--- src/rtl/dma_periph_target_pkg.sv ---
// Shared remote-bus widths, FSM state encoding and the window decode helper
// for the DMA peripheral target.
package dma_periph_target_pkg;

    localparam int unsigned ADDR_W  = 24;
    localparam int unsigned DATA_W  = 16;
    localparam int unsigned STALL_W = 8;
    localparam int unsigned STAT_W  = 16;

    typedef enum logic [1:0] {
        IDLE    = 2'd0,
        WR_WAIT = 2'd1,
        RD_WAIT = 2'd2,
        RESP    = 2'd3
    } state_e;

    typedef struct packed {
        logic              we;
        logic [ADDR_W-1:0] addr;
        logic [DATA_W-1:0] wdata;
    } dma_req_t;

    // Address hits when every bit above the window matches the base.
    function automatic logic addr_in_window(input logic [ADDR_W-1:0] addr,
                                            input logic [ADDR_W-1:0] base,
                                            input int unsigned       bits);
        return (addr >> bits) == (base >> bits);
    endfunction

endpackage

--- src/rtl/dma_sync_fifo.sv ---
// Synchronous FIFO with full/empty flags; push and pop in one cycle are both honoured.
module dma_sync_fifo #(
    parameter int unsigned WIDTH = 16,
    parameter int unsigned DEPTH = 8
) (
    input  logic             clk,
    input  logic             rst,
    input  logic             push,
    input  logic [WIDTH-1:0] wdata,
    input  logic             pop,
    output logic [WIDTH-1:0] rdata,
    output logic             full,
    output logic             empty
);
    localparam int unsigned PTR_W = (DEPTH > 1) ? $clog2(DEPTH) : 1;
    localparam int unsigned CNT_W = PTR_W + 1;

    logic [WIDTH-1:0] mem [DEPTH];
    logic [PTR_W-1:0] wr_ptr;
    logic [PTR_W-1:0] rd_ptr;
    logic [CNT_W-1:0] count;
    logic             do_push;
    logic             do_pop;

    assign do_push = push && !full;
    assign do_pop  = pop && !empty;
    assign full    = (count == CNT_W'(DEPTH));
    assign empty   = (count == '0);
    assign rdata   = mem[rd_ptr];

    // Power-of-two depth lets the pointers wrap naturally.
    always_ff @(posedge clk or negedge rst) begin
        if (!rst) begin
            wr_ptr <= '0;
            rd_ptr <= '0;
            count  <= '0;
        end else begin
            if (do_push) wr_ptr <= wr_ptr + PTR_W'(1);
            if (do_pop)  rd_ptr <= rd_ptr + PTR_W'(1);
            case ({do_push, do_pop})
                2'b10:   count <= count + CNT_W'(1);
                2'b01:   count <= count - CNT_W'(1);
                default: count <= count;
            endcase
        end
    end

    always_ff @(posedge clk) begin
        if (do_push) mem[wr_ptr] <= wdata;
    end

endmodule

--- src/rtl/dma_periph_target.sv ---
// Responder on the DMA remote bus: window decode, TX/RX FIFOs towards the peripheral,
// stall timeout. Define DMA_TARGET_STATS_EN to add acked-word counters.
module dma_periph_target
    import dma_periph_target_pkg::*;
#(
    parameter logic [ADDR_W-1:0] BASE_ADDR   = 24'h010000,
    parameter int unsigned       WINDOW_BITS = 8,
    parameter int unsigned       FIFO_DEPTH  = 8,
    parameter int unsigned       TIMEOUT     = 255
) (
    input  logic              clk,
    input  logic              rst,
    input  logic              dma_req,
    input  logic              dma_we,
    input  logic [ADDR_W-1:0] dma_addr,
    input  logic [DATA_W-1:0] dma_wdata,
    output logic [DATA_W-1:0] dma_rdata,
    output logic              dma_ack,
    output logic              dma_err,
    output logic              periph_wvalid,
    output logic [DATA_W-1:0] periph_wdata,
    input  logic              periph_wready,
    input  logic              periph_rvalid,
    input  logic [DATA_W-1:0] periph_rdata,
    output logic              periph_rready
`ifdef DMA_TARGET_STATS_EN
    ,
    output logic [STAT_W-1:0] stat_wr_words,
    output logic [STAT_W-1:0] stat_rd_words
`endif
);
    dma_req_t           req;
    state_e             state_q;
    state_e             state_d;
    logic [STALL_W-1:0] stall_q;
    logic               hit;
    logic               timeout_hit;
    logic               tx_full, tx_empty, rx_full, rx_empty;
    logic [DATA_W-1:0]  rx_head;
    logic               tx_push, rx_pop, ack_set, err_set, stall_clr, stall_inc;

    assign req         = '{we: dma_we, addr: dma_addr, wdata: dma_wdata};
    assign hit         = dma_req && addr_in_window(req.addr, BASE_ADDR, WINDOW_BITS);
    assign timeout_hit = (stall_q == STALL_W'(TIMEOUT - 1));

    always_ff @(posedge clk or negedge rst) begin
        if (!rst) state_q <= IDLE;
        else      state_q <= state_d;
    end

    always_comb begin
        state_d = state_q;
        unique case (state_q)
            IDLE: begin
                if (hit && req.we)       state_d = tx_full  ? WR_WAIT : RESP;
                else if (hit && !req.we) state_d = rx_empty ? RD_WAIT : RESP;
            end
            WR_WAIT: begin
                if (!tx_full)         state_d = RESP;
                else if (timeout_hit) state_d = IDLE;
            end
            RD_WAIT: begin
                if (!rx_empty)        state_d = RESP;
                else if (timeout_hit) state_d = IDLE;
            end
            default: state_d = IDLE;
        endcase
    end

    // Completion only when the FIFO allows it; otherwise count the stall.
    always_comb begin
        tx_push   = 1'b0;
        rx_pop    = 1'b0;
        ack_set   = 1'b0;
        err_set   = 1'b0;
        stall_clr = 1'b0;
        stall_inc = 1'b0;
        unique case (state_q)
            IDLE: begin
                stall_clr = 1'b1;
                if (hit && req.we && !tx_full) begin
                    tx_push = 1'b1;
                    ack_set = 1'b1;
                end else if (hit && !req.we && !rx_empty) begin
                    rx_pop  = 1'b1;
                    ack_set = 1'b1;
                end
            end
            WR_WAIT: begin
                if (!tx_full) begin
                    tx_push = 1'b1;
                    ack_set = 1'b1;
                end else if (timeout_hit) err_set = 1'b1;
                else                      stall_inc = 1'b1;
            end
            RD_WAIT: begin
                if (!rx_empty) begin
                    rx_pop  = 1'b1;
                    ack_set = 1'b1;
                end else if (timeout_hit) err_set = 1'b1;
                else                      stall_inc = 1'b1;
            end
            default: stall_clr = 1'b1;
        endcase
    end

    always_ff @(posedge clk or negedge rst) begin
        if (!rst) begin
            stall_q   <= '0;
            dma_ack   <= 1'b0;
            dma_err   <= 1'b0;
            dma_rdata <= '0;
        end else begin
            dma_ack <= ack_set;
            dma_err <= err_set;
            if (rx_pop)         dma_rdata <= rx_head;
            if (stall_clr)      stall_q <= '0;
            else if (stall_inc) stall_q <= stall_q + STALL_W'(1);
        end
    end

    dma_sync_fifo #(.WIDTH(DATA_W), .DEPTH(FIFO_DEPTH)) u_tx_fifo (
        .clk   (clk),
        .rst   (rst),
        .push  (tx_push),
        .wdata (req.wdata),
        .pop   (periph_wready),
        .rdata (periph_wdata),
        .full  (tx_full),
        .empty (tx_empty)
    );

    dma_sync_fifo #(.WIDTH(DATA_W), .DEPTH(FIFO_DEPTH)) u_rx_fifo (
        .clk   (clk),
        .rst   (rst),
        .push  (periph_rvalid),
        .wdata (periph_rdata),
        .pop   (rx_pop),
        .rdata (rx_head),
        .full  (rx_full),
        .empty (rx_empty)
    );

    assign periph_wvalid = !tx_empty;
    assign periph_rready = !rx_full;

`ifdef DMA_TARGET_STATS_EN
    // Saturating counts of acked words in each direction.
    always_ff @(posedge clk or negedge rst) begin
        if (!rst) begin
            stat_wr_words <= '0;
            stat_rd_words <= '0;
        end else begin
            if (tx_push && stat_wr_words != '1) stat_wr_words <= stat_wr_words + STAT_W'(1);
            if (rx_pop && stat_rd_words != '1)  stat_rd_words <= stat_rd_words + STAT_W'(1);
        end
    end
`endif

endmodule

--- config.mk ---
export PLATFORM = sky130hd
export DESIGN_NAME = dma_periph_target
export DESIGN_NICKNAME = d
export VERILOG_FILES = /design/src/rtl/dma_periph_target_pkg.sv /design/src/rtl/dma_sync_fifo.sv /design/src/rtl/dma_periph_target.sv
export SDC_FILE = /design/constraint.sdc
export NUM_CORES = 1
export LEC_CHECK = 0
export ABC_AREA = 1
export BUFFER_PORTS_ARGS = -buffer_cell sky130_fd_sc_hd__clkbuf_2
export CORE_MARGIN = 5
export CORE_UTILIZATION = 48
export CTS_CLUSTER_DIAMETER = 60
export DETAILED_ROUTE_END_ITERATION = 7
export PLACE_DENSITY = 0.65
export SETUP_SLACK_MARGIN = 0.3
export SYNTH_ARGS = -nofsm -noshare
export SYNTH_HDL_FRONTEND = slang
export SYNTH_SLANG_ARGS = --single-unit
--- constraint.sdc ---
create_clock -name clk -period 2.9 [get_ports clk]
set_input_delay 0.145 -clock clk [delete_from_list [all_inputs] [get_ports clk]]
set_output_delay 0.145 -clock clk [all_outputs]
set_load 0.01 [all_outputs]
After elaboration in Yosys (flattened, before gate mapping)
Memories as Yosys holds them, arrays and structs flattened. A register that Yosys moved wholly into a read port is not among the register bits.
Cells that the tools add are included.
{"block": "op_classes", "n_addsub": 9, "n_eq_ne": 12, "mux": 33, "reduce_logical": 21}
{"operator": "two-way mux 1 bit", "n": 17}
{"operator": "equality test 16 x 9 -> 1 bit (second input constant)", "n": 1}
{"operator": "two-way mux 8 bit", "n": 2}
{"operator": "one-hot mux 4 bit (2 select lines)", "n": 2}
{"operator": "adder 3 x 1 -> 3 bit (second input constant)", "n": 4}
{"operator": "two-way mux 2 bit", "n": 6}
{"operator": "logical AND 1 bit", "n": 9}
{"operator": "adder 4 x 1 -> 4 bit (second input constant)", "n": 2}
{"operator": "adder 8 x 1 -> 8 bit (second input constant)", "n": 1}
{"operator": "equality test 4 bit (second input constant)", "n": 2}
{"operator": "equality test 8 bit (second input constant)", "n": 1}
{"operator": "logical NOT 4 bit", "n": 2}
{"operator": "one-hot mux 1 bit (2 select lines)", "n": 4}
{"operator": "subtractor 4 x 1 -> 4 bit (second input constant)", "n": 2}
{"operator": "equality test 2 x 1 -> 1 bit (second input constant)", "n": 3}
{"operator": "equality test 2 bit (second input constant)", "n": 3}
{"operator": "logical NOT 1 bit", "n": 6}
{"operator": "one-hot mux 2 bit (3 select lines)", "n": 1}
{"operator": "nonzero test 2 bit", "n": 2}
{"operator": "inequality test 3 bit (second input constant)", "n": 1}
{"operator": "one-hot mux 1 bit (3 select lines)", "n": 1}
{"operator": "logical NOT 2 bit", "n": 1}
{"operator": "inequality test 2 x 1 -> 1 bit (second input constant)", "n": 1}
{"operator": "OR reduction 2 bit", "n": 1}
{"block": "word_totals", "register_bits": 32, "ram_bits": 256, "inputBits": 62, "mem_count": 2}
{"memory": "u_rx_fifo.mem", "words": 8, "word_bits": 16, "read_ports": 1, "rd_clocked_by_memory_dff": 1, "wr": 1, "line_no": "dma_sync_fifo.sv:18", "rtl": "logic [WIDTH-1:0] mem [DEPTH];"}
{"memory": "u_tx_fifo.mem", "words": 8, "word_bits": 16, "read_ports": 1, "rd_clocked_by_memory_dff": 0, "wr": 1, "line_no": "dma_sync_fifo.sv:18"}

Longest topological paths before layout
{"block": "logic_depth", "word_depth": 10, "ltp_mapped": 15, "mapped_depth_nobuf": 15}

Modules after synthesis
From an unflattened synthesis, not the netlist that was laid out.
{"block": "unflattened", "cells_unflattened": 1476, "area_unflattened_um2": 13779.5}
{"mod": "dma_sync_fifo", "instances": 2, "cells_per_inst": 634, "area_each_um2": 6112.1, "seq_area_each_um2": 4093.9}
{"mod": "dma_periph_target", "instances": 1, "cells_per_inst": 208, "area_each_um2": 1555.2, "seq_area_each_um2": 700.7}

Least setup slack after synthesis
OpenSTA, ideal clock, no wires.
{"block": "synth_path", "path_type": "reg-to-reg", "from": "reg state_q[1]", "to": "reg u_rx_fifo.count[3]", "setup_ns": 0.125, "t_arrival_ns": 2.394, "slack_ns": 0.382, "stages_incl_launch_ff": 14, "path_buffers": 1, "cell_sequence": "dfrtp_1 -> inv_1 -> ha_1 -> inv_1 -> nor2_4 -> nand2_4 -> o21ai_4 -> buf_6 -> ha_1 -> ha_1 -> a21oi_1 -> o21ai_1 -> xor2_1 -> mux2_2"}
{"block": "synth_between", "elab_chain_cells": 5, "word_cells_on_any_way": 8}
{"item": "from (decl)", "line_no": "dma_periph_target.sv:33", "rtl": "state_e state_q;"}
{"item": "from (signal assigned)", "line_no": "dma_periph_target.sv:48", "rtl": "else state_q <= state_d;"}
{"item": "equality test 2 bit / logical NOT 2 bit (equally long branches)", "line_no": "dma_periph_target.sv:78", "rtl": "unique case (state_q)"}
{"item": "one-hot mux 1 bit (2 select lines) *", "line_no": "dma_periph_target.sv:78"}
{"item": "logical AND 1 bit *", "line_no": "dma_sync_fifo.sv:26", "rtl": "assign do_pop = pop && !empty;"}
{"item": "named net u_rx_fifo.do_pop", "line_no": "dma_sync_fifo.sv:23", "rtl": "logic do_pop;"}
{"item": "equality test 2 x 1 -> 1 bit / equality test 2 bit (equally long branches)", "line_no": "dma_sync_fifo.sv:40", "rtl": "case ({do_push, do_pop})"}
{"item": "one-hot mux 4 bit (2 select lines) / nonzero test 2 bit (equally long branches)"}
{"item": "to (signal assigned)", "line_no": "dma_sync_fifo.sv:41", "rtl": "2'b10: count <= count + CNT_W'(1);"}
{"item": "to (signal assigned)", "line_no": "dma_sync_fifo.sv:42", "rtl": "2'b01: count <= count - CNT_W'(1);"}
{"item": "to (signal assigned)", "line_no": "dma_sync_fifo.sv:43", "rtl": "default: count <= count;"}
{"item": "to (decl)", "line_no": "dma_sync_fifo.sv:21", "rtl": "logic [CNT_W-1:0] count;"}
Mark *: on every way through the listed nets, which the timed path passes. The rest lies on a longest branch.
A chain may end at the register's enable or synchronous reset.

Worst setup path in the final report
{"block": "layout_path", "from": "reg state_q[1]", "to": "reg u_rx_fifo.count[3]"}
{"block": "layout_between", "elab_chain_cells": 5, "word_cells_on_any_way": 8}
{"item": "equality test 2 bit / logical NOT 2 bit (equally long branches)", "line_no": "dma_periph_target.sv:78"}
{"item": "one-hot mux 1 bit (2 select lines) *", "line_no": "dma_periph_target.sv:78"}
{"item": "logical AND 1 bit *", "line_no": "dma_sync_fifo.sv:26"}
{"item": "equality test 2 x 1 -> 1 bit / equality test 2 bit (equally long branches)", "line_no": "dma_sync_fifo.sv:40"}
{"item": "one-hot mux 4 bit (2 select lines) / nonzero test 2 bit (equally long branches)"}
Mark *: on every way between the ends. The rest lies on a longest branch, timed or not.

==> flow_metrics.py <==
metrics = {
    "detailed_routing": {
        "dr_wl_met2_mm": 12.4,
        "wl_met3_mm": 1.39,
        "routed_wl_mm": 26.7,
        "wire_per_inst_um": 16.8,
        "first_pass_iters": 4,
        "vias": 8371,
        "drtIter0Drc": 564,
        "drt-met1-wl_mm": 12.5,
        "vias_per_cell": 5.27,
        "ant_nets": 0,
        "drcViolationCount": 0,
        "top_layer_used": "met4",
    },
    "min_path": {
        "worstHoldPathCells": 6,
        "hold-path-endpoint": "u_tx_fifo.wr_ptr[1]",
        "worst_hold_path_type": "primary input to flop",
        "min_from": "dma_addr[20]",
    },
    "synthesis": {
        "synthAdderAreaFrac_pct": 1.73,
        "synth_top_family_by_area": "simple AND/OR/NAND/NOR gates",
        "ys.flop_type": "edfxtp_1",
        "synth.cell_area_um2": 12700,
        "ys_seq_area_share_pct": 69.9,
        "yosys-top-cells-area": "edfxtp_1 (60%), dfrtp_1 (9.4%), nand2_1 (7.0%), nor2_1 (5.9%), o21ai_0 (2.6%)",
        "synth_xor_area_share_pct": 1.24,
        "ys_ff_latch": 304,
        "yosys.area.top_type_share_pct": 60.4,
        "synth_compound_area_share_pct": 8.42,
        "synth-simple-area-share_pct": 15.3,
        "yosysTopAreaCell": "edfxtp_1",
        "synth_edf_count": 256,
        "synth_cells": 1094,
        "synth_cell_types": 38,
        "yosysWarnings": 0,
        "postSynth.asyncResetShare_pct": 15.8,
        "avgSynthCellArea_um2": 11.6,
        "synth_fp_nets": 1173,
        "synthMuxAreaShare_pct": 0.0885,
    },
    "power_and_ir_drop": {
        "combPwrFrac_pct": 35.8,
        "peakVddDrop_uv": 627,
        "power.total_uw": 15300,
        "power_frac_seq_pct": 38.8,
        "pwr_density_cell_nw_per_um2": 1020,
        "p_sw_share_pct": 36.3,
        "internal-power_uw": 9710,
        "pwr-share-clk_pct": 25.4,
        "total_leakage_power_uw": 0.00577,
        "power.switching_uw": 5550,
    },
    "critical_path": {
        "crit_family": "adder cells",
        "crit_slowest_cell": "dfrtp_1",
        "r2r_cells": 12,
        "worstPathMaxFanout": 5,
        "reg2reg_slack_ns": 0.44,
        "reg2reg_to": "u_rx_fifo.count[3]",
        "path_cells": "inv_1 > ha_2 > inv_1 > nor2_4 > nand2_4 > o21ai_4 > ha_2 > ha_1 > a21oi_1 > o21ai_1 > xor2_1 > mux2_2",
        "cp.required_ns": 3.34,
        "worstSetupPathType": "flop to flop",
        "max_stage_delay_ns": 0.42,
        "crit_buf_inv": 2,
        "cp.arrival_ns": 2.90,
        "crit_path_start_kind": "flop",
        "r2r-start": "state_q[1]",
        "critical_path.endpoint_type": "flop",
    },
    "timing": {
        "skew_ns": 0.0132,
        "fin_crit_sh_pct": 84.8,
        "slew_headroom_pct": 51.8,
        "final_hold_viol_count": 0,
        "fin_crit_ns": 2.46,
        "maxSlewViolCount": 0,
        "fmax_ghz": 0.407,
        "tns_ns": 0,
        "rsz0062_at_grt": "true",
        "max_slew.worst_pin.slew_ns": 0.719,
        "setup_violations": 0,
    },
    "global_routing": {
        "grt_max_degree": 67,
        "grt_usage_pct": 17.6,
        "antenna_found_initial": 0,
        "grt-ovfl-total": 0,
        "grt_pass1_wl_mm": 43.1,
        "grt_pass1_vias": 8144,
    },
    "floorplan": {
        "num_rows": 59,
        "fp.coreArea_um2": 26100,
        "die_w_um": 173,
        "top_level_ports": 98,
        "start_util_pct": 48.8,
        "die_h_um": 173,
        "dieArea_um2": 29900,
    },
    "clocking": {
        "clkTransAtPathRegs_ns": 0.06,
        "h-tree-depth": 1,
        "cts_tree": "built",
        "cts_setup_buffers": 0,
        "cts_sinks": 304,
        "cts_buffer_depth": 3,
        "root_buffer": "clkbuf_16",
        "clock_latency_ns": 0.55,
        "cts_made_buffers": 31,
    },
    "cells_and_area": {
        "final_common_cell": "edfxtp_1",
        "antennaDiodeCount": 0,
        "layout_common_cells": "edfxtp_1 (256), nand2_1 (236), nor2_1 (200), clkbuf_2 (89), o21ai_0 (65)",
        "final_nets": 1311,
        "area_growth_pct": 17.6,
        "drive_above_1_share_pct": 16.1,
    },
    "placement": {
        "portBuffers": 89,
        "place.gp.congestion": 0.814,
        "dp_hpwl_mm": 15.5,
    },
    "status": {
        "status": "finished, final reports clean",
    },
    "run": {
        "cap_viol_max_count": 0,
    },
}
logic make-up after synthesis:
kind of cell	Yosys count
compound gates	178
xor+xnor	18
fa+ha+maj	17
buf+inv	96
flops	304
mux	1
simple gates	480
flip-flops by register name, summed over array words and instances (netlist names), 4 cells and up:
name             cells
u_rx_fifo.mem      128
u_tx_fifo.mem      128
dma_rdata           16
stall_q              8
u_rx_fifo.count      4
u_tx_fifo.count      4
final cells by class:
cell class / count / area (um^2)
clock buffers: 37 / 798
clock inverters: 17 / 189
fillers: 2137 / 11100
inverters: 46 / 173
multi-input cells: 694 / 3410
flip-flops and latches: 304 / 8890
well taps: 335 / 419
repair buffers: 155 / 1070
layer usage:
metal | track usage [%] | vias up
met4 | 3.80 | 0
met3 | 2.82 | 33
met5 | 0 | -
met1 | 25.6 | 4042
li1 | - | 4095
met2 | 28.3 | 201
power groups by stage:
stage          Clock, uW  Combinational, uW  Sequential [uW]
2_1_floorplan          0               3830             5960
3_3_place_gp           0               5370             5980
3_5_place_dp           0               5460             6000
4_1_cts             3950               5520             5920
5_1_grt             4140               6210             6000
6_report            3870               5470             5920
metrics by stage:
stage | instances | setup WS [ns] | hold WS (ns) | util, % | area [um^2]
2_1_floorplan | 1094 | 0.382 | -0.151 | - | 12700
3_3_place_gp | 1498 | 0.440 | 0.307 | 52.2 | 13600
3_5_place_dp | 1498 | 0.381 | 0.315 | 52.2 | 13600
4_1_cts | 1588 | 0.367 | 0.0843 | 57.4 | 14900
5_1_grt | 1588 | 0.295 | 0.130 | 57.4 | 15000
6_report | 1588 | 0.440 | 0.122 | 57.4 | 15000
worst max path at each step:
stage                     slack, ns  cells past startpoint       start                 end
after floorplan                0.38                     13  state_q[1]  u_rx_fifo.count[3]
after global placement         0.44                     12  state_q[1]  u_rx_fifo.count[3]
after detailed placement       0.38                     12  state_q[1]  u_rx_fifo.count[3]
after CTS                      0.37                     12  state_q[1]  u_rx_fifo.count[3]
after global routing           0.30                     12  state_q[1]  u_rx_fifo.count[3]
final                          0.44                     12  state_q[1]  u_rx_fifo.count[3]
cell usage after synthesis, drive strengths merged, types with 16 or more instances:
cell and instances:
o32ai 32, nor2 208, o21ai 109, ha 16
buf 30, dfrtp 48, nand3 19, edfxtp 256
inv 44, nand2 242, o22ai 32, clkbuf 20
worst min-delay path, cell delays in order:
cell and delay [ns]:
clkbuf_2 0.09, nor3_1 0.05, nand4_1 0.08, nand2_1 0.13, nand3_1 0.10, nand2_1 0.05
what timing repair did:
action | 4_1_cts | 5_1_grt
resized for setup | 0 | 3
endpoints found under the hold margin | 309 | 0
endpoints found under the setup margin | 0 | 2
hold buffers | 36 | 0
(Power assumes the default switching activity.)
